===== src/rtl/tpm_io_pkg.sv =====
// rtl/tpm_io_pkg.sv - shared TPM I/O constants, arbiter state encoding
//
// Purpose : TPM_ACCESS bit positions, default locality count and the
//           locality arbiter state type, shared by the TPM I/O front end.
// Ports   : none (package).

package tpm_io_pkg;

  // TPM_ACCESS register bit positions
  localparam int ACC_VALID   = 7;
  localparam int ACC_ACTIVE  = 5;
  localparam int ACC_SEIZED  = 4;
  localparam int ACC_SEIZE   = 3;
  localparam int ACC_PENDING = 2;
  localparam int ACC_REQUSE  = 1;

  // Default number of localities (at most 8)
  localparam int NUM_LOC_DEFAULT = 5;

  typedef enum logic [1:0] {
    ST_IDLE        = 2'd0,
    ST_ACTIVE      = 2'd1,
    ST_RELINQ_WAIT = 2'd2
  } arb_state_e;

endpackage


===== src/rtl/tpm_loc_prio_enc.sv =====
// rtl/tpm_loc_prio_enc.sv - highest-set-bit priority encoder
//
// Purpose : returns the index of the highest set bit of i_vec, used to pick
//           the winning locality among pending requests.
// Ports   : i_vec   - request vector, W bits
//           o_valid - at least one bit set
//           o_idx   - index of the highest set bit (0 when none)

module tpm_loc_prio_enc #(
  parameter int W = 5
) (
  input  logic [W-1:0] i_vec,
  output logic         o_valid,
  output logic [2:0]   o_idx
);

  // Ascending scan: the last set bit seen is the highest one.
  always_comb begin
    o_valid = 1'b0;
    o_idx   = 3'd0;
    for (int i = 0; i < W; i++) begin
      if (i_vec[i]) begin
        o_valid = 1'b1;
        o_idx   = 3'(i);
      end
    end
  end

endmodule


===== src/rtl/tpm_locality_arb.sv =====
// rtl/tpm_locality_arb.sv - TPM locality arbiter and TPM_ACCESS state
//
// Purpose : owns requestUse / activeLocality / beenSeized / pendingRequest
//           state per locality and decides which locality drives the
//           FIFO/CRB datapath. Ownership changes wait for cmd_busy to drop,
//           except a seize, which preempts at once and pulses o_abort.
// Config  : TPM_LOC_SEIZE_EN - when defined, seize and beenSeized are
//           implemented; otherwise seize is ignored, been_seized stays 0
//           and o_abort is tied 0.
// Ports   : i_clock, i_reset (async, active-high)
//           i_acc_wr, i_acc_loc, i_acc_wdata - TPM_ACCESS write port
//           i_acc_rd_loc / o_acc_rdata      - combinational TPM_ACCESS read
//           i_cmd_busy                      - CRB executing a command
//           o_locality                      - one-hot active locality
//           o_active_valid                  - some locality is active
//           o_req_pending, o_been_seized    - per-locality flags
//           o_abort                         - seize-during-command pulse

module tpm_locality_arb
  import tpm_io_pkg::*;
#(
  parameter int NUM_LOC = NUM_LOC_DEFAULT
) (
  input  logic               i_clock,
  input  logic               i_reset,
  input  logic               i_acc_wr,
  input  logic [2:0]         i_acc_loc,
  input  logic [7:0]         i_acc_wdata,
  input  logic [2:0]         i_acc_rd_loc,
  output logic [7:0]         o_acc_rdata,
  input  logic               i_cmd_busy,
  output logic [7:0]         o_locality,
  output logic               o_active_valid,
  output logic [NUM_LOC-1:0] o_req_pending,
  output logic [NUM_LOC-1:0] o_been_seized,
  output logic               o_abort
);

  localparam logic [3:0]         LOC_LIMIT = 4'(NUM_LOC);
  localparam logic [NUM_LOC-1:0] ONE       = {{(NUM_LOC-1){1'b0}}, 1'b1};

  arb_state_e         r_state;
  logic [2:0]         r_active;
  logic [NUM_LOC-1:0] r_req;
  logic [NUM_LOC-1:0] r_seized;
  logic               r_abort;
  logic [7:0]         r_locality;
  logic               r_active_valid;

  arb_state_e         w_state_nxt;
  logic [2:0]         w_active_nxt;
  logic [NUM_LOC-1:0] w_req_wr;
  logic [NUM_LOC-1:0] w_req_nxt;
  logic [NUM_LOC-1:0] w_seized_nxt;
  logic               w_abort_nxt;

  logic               w_wr_ok;
  logic [NUM_LOC-1:0] w_wr_mask;
  logic [NUM_LOC-1:0] w_act_mask;
  logic               w_is_owner;
  logic               w_seize;
  logic               w_relinq;
  logic               w_grant_valid;
  logic [2:0]         w_grant_idx;
  logic               w_rd_ok;
  logic [NUM_LOC-1:0] w_rd_mask;
  logic               w_unused_wdata;

  // Writes to localities beyond NUM_LOC produce an all-zero mask, so every
  // per-locality update below is automatically a no-op for them.
  assign w_wr_ok    = i_acc_wr && ({1'b0, i_acc_loc} < LOC_LIMIT);
  assign w_wr_mask  = w_wr_ok ? (ONE << i_acc_loc) : '0;
  assign w_act_mask = ONE << r_active;
  assign w_is_owner = (r_state != ST_IDLE) && (i_acc_loc == r_active);

  // Reserved data bits are don't-care.
  assign w_unused_wdata = ^i_acc_wdata;

`ifdef TPM_LOC_SEIZE_EN
  assign w_seize = w_wr_ok && i_acc_wdata[ACC_SEIZE] &&
                   (r_state != ST_IDLE) && (i_acc_loc > r_active);
`else
  assign w_seize = 1'b0;
`endif

  // Relinquish only counts when no seize wins the same write.
  assign w_relinq = !w_seize && w_wr_ok && i_acc_wdata[ACC_ACTIVE] && w_is_owner;

  // Request vector after this cycle's write. Computed ahead of the grant so a
  // request written while idle is granted in the very next cycle.
  always_comb begin
    w_req_wr = r_req;
    if (w_seize) begin
      w_req_wr = r_req & ~w_wr_mask;
    end else if (w_wr_ok && i_acc_wdata[ACC_ACTIVE]) begin
      if (!w_is_owner) begin
        w_req_wr = r_req & ~w_wr_mask;
      end
    end else if (w_wr_ok && i_acc_wdata[ACC_REQUSE] && !w_is_owner) begin
      w_req_wr = r_req | w_wr_mask;
    end
  end

  tpm_loc_prio_enc #(
    .W (NUM_LOC)
  ) u_prio_enc (
    .i_vec   (w_req_wr),
    .o_valid (w_grant_valid),
    .o_idx   (w_grant_idx)
  );

  always_comb begin
    w_state_nxt  = r_state;
    w_active_nxt = r_active;
    w_req_nxt    = w_req_wr;
    w_seized_nxt = r_seized;
    w_abort_nxt  = 1'b0;

    if (w_seize) begin
      w_state_nxt  = ST_ACTIVE;
      w_active_nxt = i_acc_loc;
      w_seized_nxt = r_seized | w_act_mask;
      w_abort_nxt  = i_cmd_busy;
    end else begin
      case (r_state)
        ST_IDLE: begin
          if (w_grant_valid && !i_cmd_busy) begin
            w_state_nxt  = ST_ACTIVE;
            w_active_nxt = w_grant_idx;
            w_req_nxt    = w_req_wr & ~(ONE << w_grant_idx);
          end
        end
        ST_ACTIVE: begin
          if (w_relinq) begin
            w_state_nxt = i_cmd_busy ? ST_RELINQ_WAIT : ST_IDLE;
          end
        end
        ST_RELINQ_WAIT: begin
          if (!i_cmd_busy) begin
            w_state_nxt = ST_IDLE;
          end
        end
        default: w_state_nxt = ST_IDLE;
      endcase
    end

`ifdef TPM_LOC_SEIZE_EN
    if (w_wr_ok && i_acc_wdata[ACC_SEIZED]) begin
      w_seized_nxt = w_seized_nxt & ~w_wr_mask;
    end
`else
    w_seized_nxt = '0;
    w_abort_nxt  = 1'b0;
`endif
  end

  always_ff @(posedge i_clock or posedge i_reset) begin
    if (i_reset) begin
      r_state        <= ST_IDLE;
      r_active       <= 3'd0;
      r_req          <= '0;
      r_seized       <= '0;
      r_abort        <= 1'b0;
      r_locality     <= 8'd0;
      r_active_valid <= 1'b0;
    end else begin
      r_state        <= w_state_nxt;
      r_active       <= w_active_nxt;
      r_req          <= w_req_nxt;
      r_seized       <= w_seized_nxt;
      r_abort        <= w_abort_nxt;
      r_locality     <= (w_state_nxt == ST_IDLE) ? 8'd0 : (8'd1 << w_active_nxt);
      r_active_valid <= (w_state_nxt != ST_IDLE);
    end
  end

  assign o_locality     = r_locality;
  assign o_active_valid = r_active_valid;
  assign o_req_pending  = r_req;
  assign o_been_seized  = r_seized;
  assign o_abort        = r_abort;

  assign w_rd_ok   = ({1'b0, i_acc_rd_loc} < LOC_LIMIT);
  assign w_rd_mask = ONE << i_acc_rd_loc;

  always_comb begin
    o_acc_rdata = 8'd0;
    if (!w_rd_ok) begin
      o_acc_rdata = 8'hFF;
    end else begin
      o_acc_rdata[ACC_VALID]   = 1'b1;
      o_acc_rdata[ACC_ACTIVE]  = (r_state != ST_IDLE) && (i_acc_rd_loc == r_active);
      o_acc_rdata[ACC_SEIZED]  = |(r_seized & w_rd_mask);
      o_acc_rdata[ACC_PENDING] = |(r_req & ~w_rd_mask);
      o_acc_rdata[ACC_REQUSE]  = |(r_req & w_rd_mask);
    end
  end

endmodule


===== config.mk =====
export PLATFORM = sky130hd
export DESIGN_NAME = tpm_locality_arb
export DESIGN_NICKNAME = d
export VERILOG_FILES = /design/src/rtl/tpm_io_pkg.sv /design/src/rtl/tpm_loc_prio_enc.sv /design/src/rtl/tpm_locality_arb.sv
export SDC_FILE = /design/constraint.sdc
export NUM_CORES = 1
export LEC_CHECK = 0
export ABC_AREA = 1
export ABC_CLOCK_PERIOD_IN_PS = 3100
export CORE_UTILIZATION = 40
export CTS_CLUSTER_SIZE = 25
export DETAILED_ROUTE_END_ITERATION = 10
export PLACE_DENSITY = 0.78
export SYNTH_ARGS = -nofsm -noshare
export SYNTH_HDL_FRONTEND = slang
export SYNTH_HIERARCHICAL = 1
export SYNTH_SLANG_ARGS = --single-unit

===== constraint.sdc =====
create_clock -name i_clock -period 3.1 [get_ports i_clock]
set_clock_uncertainty 0.15 [all_clocks]
set_input_delay 0.62 -clock i_clock [delete_from_list [all_inputs] [get_ports i_clock]]
set_output_delay 0.62 -clock i_clock [all_outputs]
set_load 0.01 [all_outputs]

==> results of run 1 <==
[through the flow]
stage / instances / power (uW) / utilization [%]
after floorplan: 181 / 806 / -
after global placement: 257 / 1070 / 55.4
after detailed placement: 257 / 1070 / 55.4
after CTS: 261 / 1200 / 56.3
after global routing: 261 / 1310 / 57.4
final: 261 / 1210 / 57.4
[flip-flops by register name (all words and copies together), names as in the netlist]
signal / count
o_active_valid: 1
r_active: 3
o_req_pending: 5
o_locality: 8
r_state: 2
[final cells by class]
type,instances,area share [%]
Clock buffer,3,1.27
Sequential cell,19,26.9
Timing Repair Buffer,43,23.4
Clock inverter,1,0.283
Multi-Input combinational cell,121,38.5
Inverter,30,6.52
Tap cell,44,3.12
[cell families after synthesis]
logic type             count (synthesis)  synth area share [%]
AND/OR/NAND/NOR                       87                  33.6
buffers and inverters                 41                  15.1
AO/OA/AOI/OAI                         26                  13.9
flip-flops                            19                  36.2
other                                  2                 0.572
XOR/XNOR                               1                 0.667
[worst max path at each step]
stage | end | slack [ns] | cells past startpoint
floorplan | o_locality[2] | 0.71 | 18
detailed placement | o_locality[2] | -0.10 | 18
CTS | o_acc_rdata[5] | 0.07 | 6
global placement | o_locality[6] | -0.08 | 18
global route | o_locality[0] | -0.06 | 15
finish | o_acc_rdata[2] | 0.11 | 8
[power groups by stage]
stage / logic [uW] / registers [uW] / clock network (uW)
final: 704 / 378 / 126
after global routing: 792 / 386 / 138
after CTS: 699 / 378 / 128
after detailed placement: 692 / 382 / 0
after global placement: 682 / 383 / 0
after floorplan: 406 / 400 / 0
[per-layer routing]
metal | share of wire, % | routed length, um
met3 | 5.5 | 161
met5 | 0 | 0
met2 | 50 | 1480
met1 | 42 | 1230
met4 | 2.2 | 65
[synth_stat cells (all sizes together)]
master	number
a21oi	16
buf	11
conb	2
dfrtp	19
inv	30
nand2	37
nand3	20
nand3b	1
nand4	1
nor2	20
nor3	4
nor4	3
o2111ai	2
o211ai	1
o21ai	5
o22ai	1
o41ai	1
or2	1
xor2	1
[worst max-delay path, cell delays in order]
cell             delay (ns)
clkdlybuf4s50_1        0.51
nor2_2                 0.17
nand2_1                0.08
nand2_1                0.06
nand2_1                0.04
a21oi_1                0.13
o2111ai_1              0.12
clkdlybuf4s50_1        0.50
==> impl_metrics.json, run 1 <==
{
  "worstSetupStartpointType": "input pin",
  "cts_buffers": 3,
  "die_y_um": 59.3,
  "hold_path_class": "register to register",
  "cts_resized": 0,
  "seqPwrFrac_pct": 31.3,
  "dieArea_mm2": 0.00351,
  "finalHoldViolCount": 0,
  "ios": 46,
  "reg2reg_depth": 18,
  "worst_slew_pin_slew_ns": 0.700,
  "grt_busiest_layer": "met2",
  "grt_util_met2_pct": 30.8,
  "drc_errors": 0,
  "min_to": "o_req_pending[1]",
  "grt_max_degree": 20,
  "use_met1_pct": 22.5,
  "gr-total-overflow": 0,
  "final_cell_mix": "nand2_1, clkdlybuf4s50_1, inv_1, dfrtp_1, nand3_1",
  "critical_path_class": "input pin to output port",
  "drtPass1Iterations": 4,
  "final_area_mm2": 0.00177,
  "grt_usage_pct": 17.9,
  "fillers": 285,
  "worstSetupStartpoint": "i_acc_rd_loc[1]",
  "area_delta_synth_final_pct": 34.6,
  "yosysUniqueCellTypes": 31,
  "r2r-end": "o_locality[2]",
  "finalSetupTns_ns": 0,
  "diodes": 0,
  "synth_top_area_share_pct": 36.2,
  "drt-total-wl_mm": 2.94,
  "root_buffer": "clkbuf_4",
  "worst_setup_path_end_kind": "output port",
  "max-vdd-ir-drop_mv": 0.331,
  "io_buffers": 32,
  "clk_path_buf_depth": 2,
  "outcome": "finished clean",
  "ff_latch_area_um2": 475,
  "p_sw_share_pct": 42.8,
  "clk_pin_slew_ns": 0.10,
  "use_met3_pct": 1.53,
  "required_ns": 2.33,
  "worstHoldPathCells": 2,
  "final_nets": 236,
  "p_int_uw": 691,
  "clock_latency_ns": 0.31,
  "syn-instance-count": 176,
  "multi_input_area_um2": 681,
  "row_count": 20,
  "yosysTopAreaCell": "dfrtp_1",
  "drive_gt1_share_pct": 19.4,
  "power_frac_comb_pct": 58.3,
  "crit_fanout": 6,
  "yosysWarnings": 6,
  "worst_slew_margin_rel_pct": 53.3,
  "hpwlAfterDp_mm": 2.19,
  "globalplace.congestion": 0.817,
  "ys_seq_area_share_pct": 36.2,
  "synthTopCellsByArea": "dfrtp_1, nand2_1, inv_1",
  "maxCapViolCount": 0,
  "drt_iter0_drc": 82,
  "cts_hold_buf": 0,
  "cts_tree": "built",
  "hp-start": "o_req_pending[1]",
  "finalSetupViolCount": 0,
  "layout_setup_ws_ns": 0.113,
  "grt_pass1_vias": 1119,
  "rrSetupSlack_ns": 0.66,
  "mostFrequentLayoutCell": "nand2_1",
  "hold_slack_ns": 0.463,
  "clkSinkCount": 19,
  "finalCritPeriodShare_pct": 96.4,
  "min_period_ns": 2.99,
  "wl_per_cell_um": 11.3,
  "num_vias": 1248,
  "syn-cell-area_mm2": 0.00131,
  "initial_core_util_pct": 42.6,
  "switchingPower_uw": 517,
  "cts_setup_buffers": 0,
  "grt_pass1_wl_mm": 4.69,
  "core-area_mm2": 0.00308,
  "postRouteAntennaNets": 0,
  "place_ws_ns": -0.104,
  "p_leak_uw": 0.000867,
  "slew_viol_final": 0,
  "syn_area_per_cell_um2": 7.46,
  "fmax_ghz": 0.335,
  "p_per_area_mw_per_mm2": 684,
  "h-tree-depth": 1,
  "dpl-instance-area_mm2": 0.00171,
  "worstReg2RegStart": "r_active[2]",
  "synth-seq-cells": 19,
  "antenna_found_initial": 0,
  "vias_per_cell": 4.78,
  "worstPathArrival_ns": 2.22,
  "dieWidth_um": 59.3,
  "p_clk_share_pct": 10.4
}
Note: power is estimated with default switching activity, not from simulation.
==> inputs of run 2 (changes only) <==
--- a/config.mk
+++ b/config.mk
@@ -7,6 +7,7 @@
 export LEC_CHECK = 0
 export ABC_AREA = 1
 export ABC_CLOCK_PERIOD_IN_PS = 3100
+export CORE_MARGIN = 5
 export CORE_UTILIZATION = 40
 export CTS_CLUSTER_SIZE = 25
 export DETAILED_ROUTE_END_ITERATION = 10
==> run 2 against run 1 <==
Net effect:
- first-iteration DRC count down 44%
- power about the same
- routed wire length up 3.9%
==> impl_metrics.json, run 2 (synthesis gave the netlist of run 1 again) <==
{
  "grt_max_degree": 20,
  "outcome": "finished clean",
  "cts_resized": 0,
  "power_uw": 1210,
  "layout_setup_ws_ns": 0.119,
  "dieWidth_um": 67.3,
  "critPathTopFamily": "buffers and inverters",
  "drc_errors": 0,
  "grt_pass1_wl_mm": 4.76,
  "num_vias": 1266,
  "p_per_area_mw_per_mm2": 688,
  "clk_pin_slew_ns": 0.11,
  "worst_slew_margin_rel_pct": 52.4,
  "critical_path_class": "input pin to output port",
  "min_period_ns": 2.98,
  "mostFrequentLayoutCell": "nand2_1",
  "grt_usage_pct": 13.5,
  "hpwlAfterDp_mm": 2.45,
  "vias_per_cell": 4.83,
  "maxCapViolCount": 0,
  "antenna_found_initial": 0,
  "io_buffers": 32,
  "place_ws_ns": -0.100,
  "worstPathArrival_ns": 2.21,
  "cpMaxStageDelayCell": "clkdlybuf4s50_1",
  "worstSetupStartpointType": "input pin",
  "slew_viol_final": 0,
  "clock_latency_ns": 0.30,
  "h-tree-depth": 1,
  "finalCritPeriodShare_pct": 96.2,
  "clkSinkCount": 19,
  "worst_slew_pin_slew_ns": 0.713,
  "grt_setup_unrepaired": "no",
  "ios": 46,
  "row_count": 20,
  "required_ns": 2.33,
  "cts_setup_buffers": 0,
  "initial_core_util_pct": 42.3,
  "max-vdd-ir-drop_mv": 0.295,
  "gr-total-overflow": 0,
  "final_cell_mix": "nand2_1, clkdlybuf4s50_1, inv_1, dfrtp_1, nand3_1",
  "finalHoldViolCount": 0,
  "p_leak_uw": 0.000854,
  "root_buffer": "clkbuf_4",
  "crit_fanout": 5,
  "hold_path_class": "register to register",
  "crit_buf_inv": 3,
  "cts_hold_buf": 0,
  "drive_gt1_share_pct": 17.9,
  "grt_pass1_vias": 1195,
  "placed_cells_incl_taps": 258,
  "postRouteAntennaNets": 0,
  "clk_path_buf_depth": 2,
  "drt-total-wl_mm": 3.06,
  "area_delta_synth_final_pct": 33.7,
  "core-area_mm2": 0.00310,
  "final_area_mm2": 0.00175,
  "die_y_um": 67.3,
  "finalSetupViolCount": 0,
  "diodes": 0,
  "path_common_cell": "clkdlybuf4s50_1",
  "dieArea_mm2": 0.00453,
  "worst_setup_path_end_kind": "output port",
  "drtPass1Iterations": 4,
  "slowest_delay_ns": 0.57,
  "crit_chain": "clkdlybuf4s50_1 -> inv_1 -> nand3_1 -> o22ai_1 -> a21oi_1 -> o2111ai_1 -> clkdlybuf4s50_1",
  "globalplace.congestion": 0.820,
  "final_cells": 262,
  "dpl-instance-area_mm2": 0.00171,
  "cts_buffers": 3,
  "wl_per_cell_um": 11.7,
  "final_nets": 237,
  "largest_reg_flops": 8,
  "fmax_ghz": 0.335,
  "cts_tree": "built",
  "drt_iter0_drc": 46
}
-- run 2: cell count changes in the layout (fill, tap and decap cells not counted), sizes merged --
cell | previous run | this run
buf | 11 | 12
dlymetal6s2s | 4 | 2
clkdlybuf4s50 | 28 | 30
-- run 2: cell type report --
| cell class | count | area (um^2) |
|---|---|---|
| clock inverter | 1 | 5.00 |
| inverter | 30 | 115 |
| clock buffer | 3 | 22.5 |
| multi-input combinational | 121 | 666 |
| fill | 318 | 1350 |
| timing repair buffer | 44 | 415 |
| tap | 44 | 55.1 |
| sequential | 19 | 475 |
-- run 2: path summary, 6_finish.rpt --
check                            startpoint                to  slack [ns]  depth (start not counted)
setup / recovery            i_acc_rd_loc[0]    o_acc_rdata[1]        0.12                          7
setup reg to reg                r_active[2]     o_locality[6]        0.67                         18
hold reg to reg            o_req_pending[1]  o_req_pending[1]        0.47                          2
max in group asynchronous           i_reset     o_locality[0]        1.77                          2
hold / removal             o_req_pending[1]  o_req_pending[1]        0.47                          2
min in group asynchronous           i_reset  o_req_pending[1]        0.59                          2
-- run 2: power by group --
part	switching (uW)	internal, uW
Clock	77.2	48.1
Sequential	55.4	324
Combinational	383	320
Total	516	692
-- run 2: tightest hold or removal path, stage by stage, from the launching register on --
cell and delay (ns):
dfrtp_1 0.42, nand2_1 0.10, a21oi_1 0.07
-- run 2: metrics by stage --
stage / hold WS [ns] / utilization (%) / TNS, ns
after floorplan: 0.421 / - / 0
after global placement: 0.436 / 55.2 / -0.614
after detailed placement: 0.443 / 55.2 / -0.712
after CTS: 0.459 / 56.1 / 0
after global routing: 0.496 / 56.5 / 0
final: 0.471 / 56.5 / 0
-- run 2: layer usage --
| metal | global-route usage [%] | share of wire (%) |
|---|---|---|
| met5 | 0 | 0 |
| met4 | 6.84 | 0.82 |
| met3 | 0.666 | 4.5 |
| met2 | 25.3 | 52 |
| met1 | 15.4 | 43 |
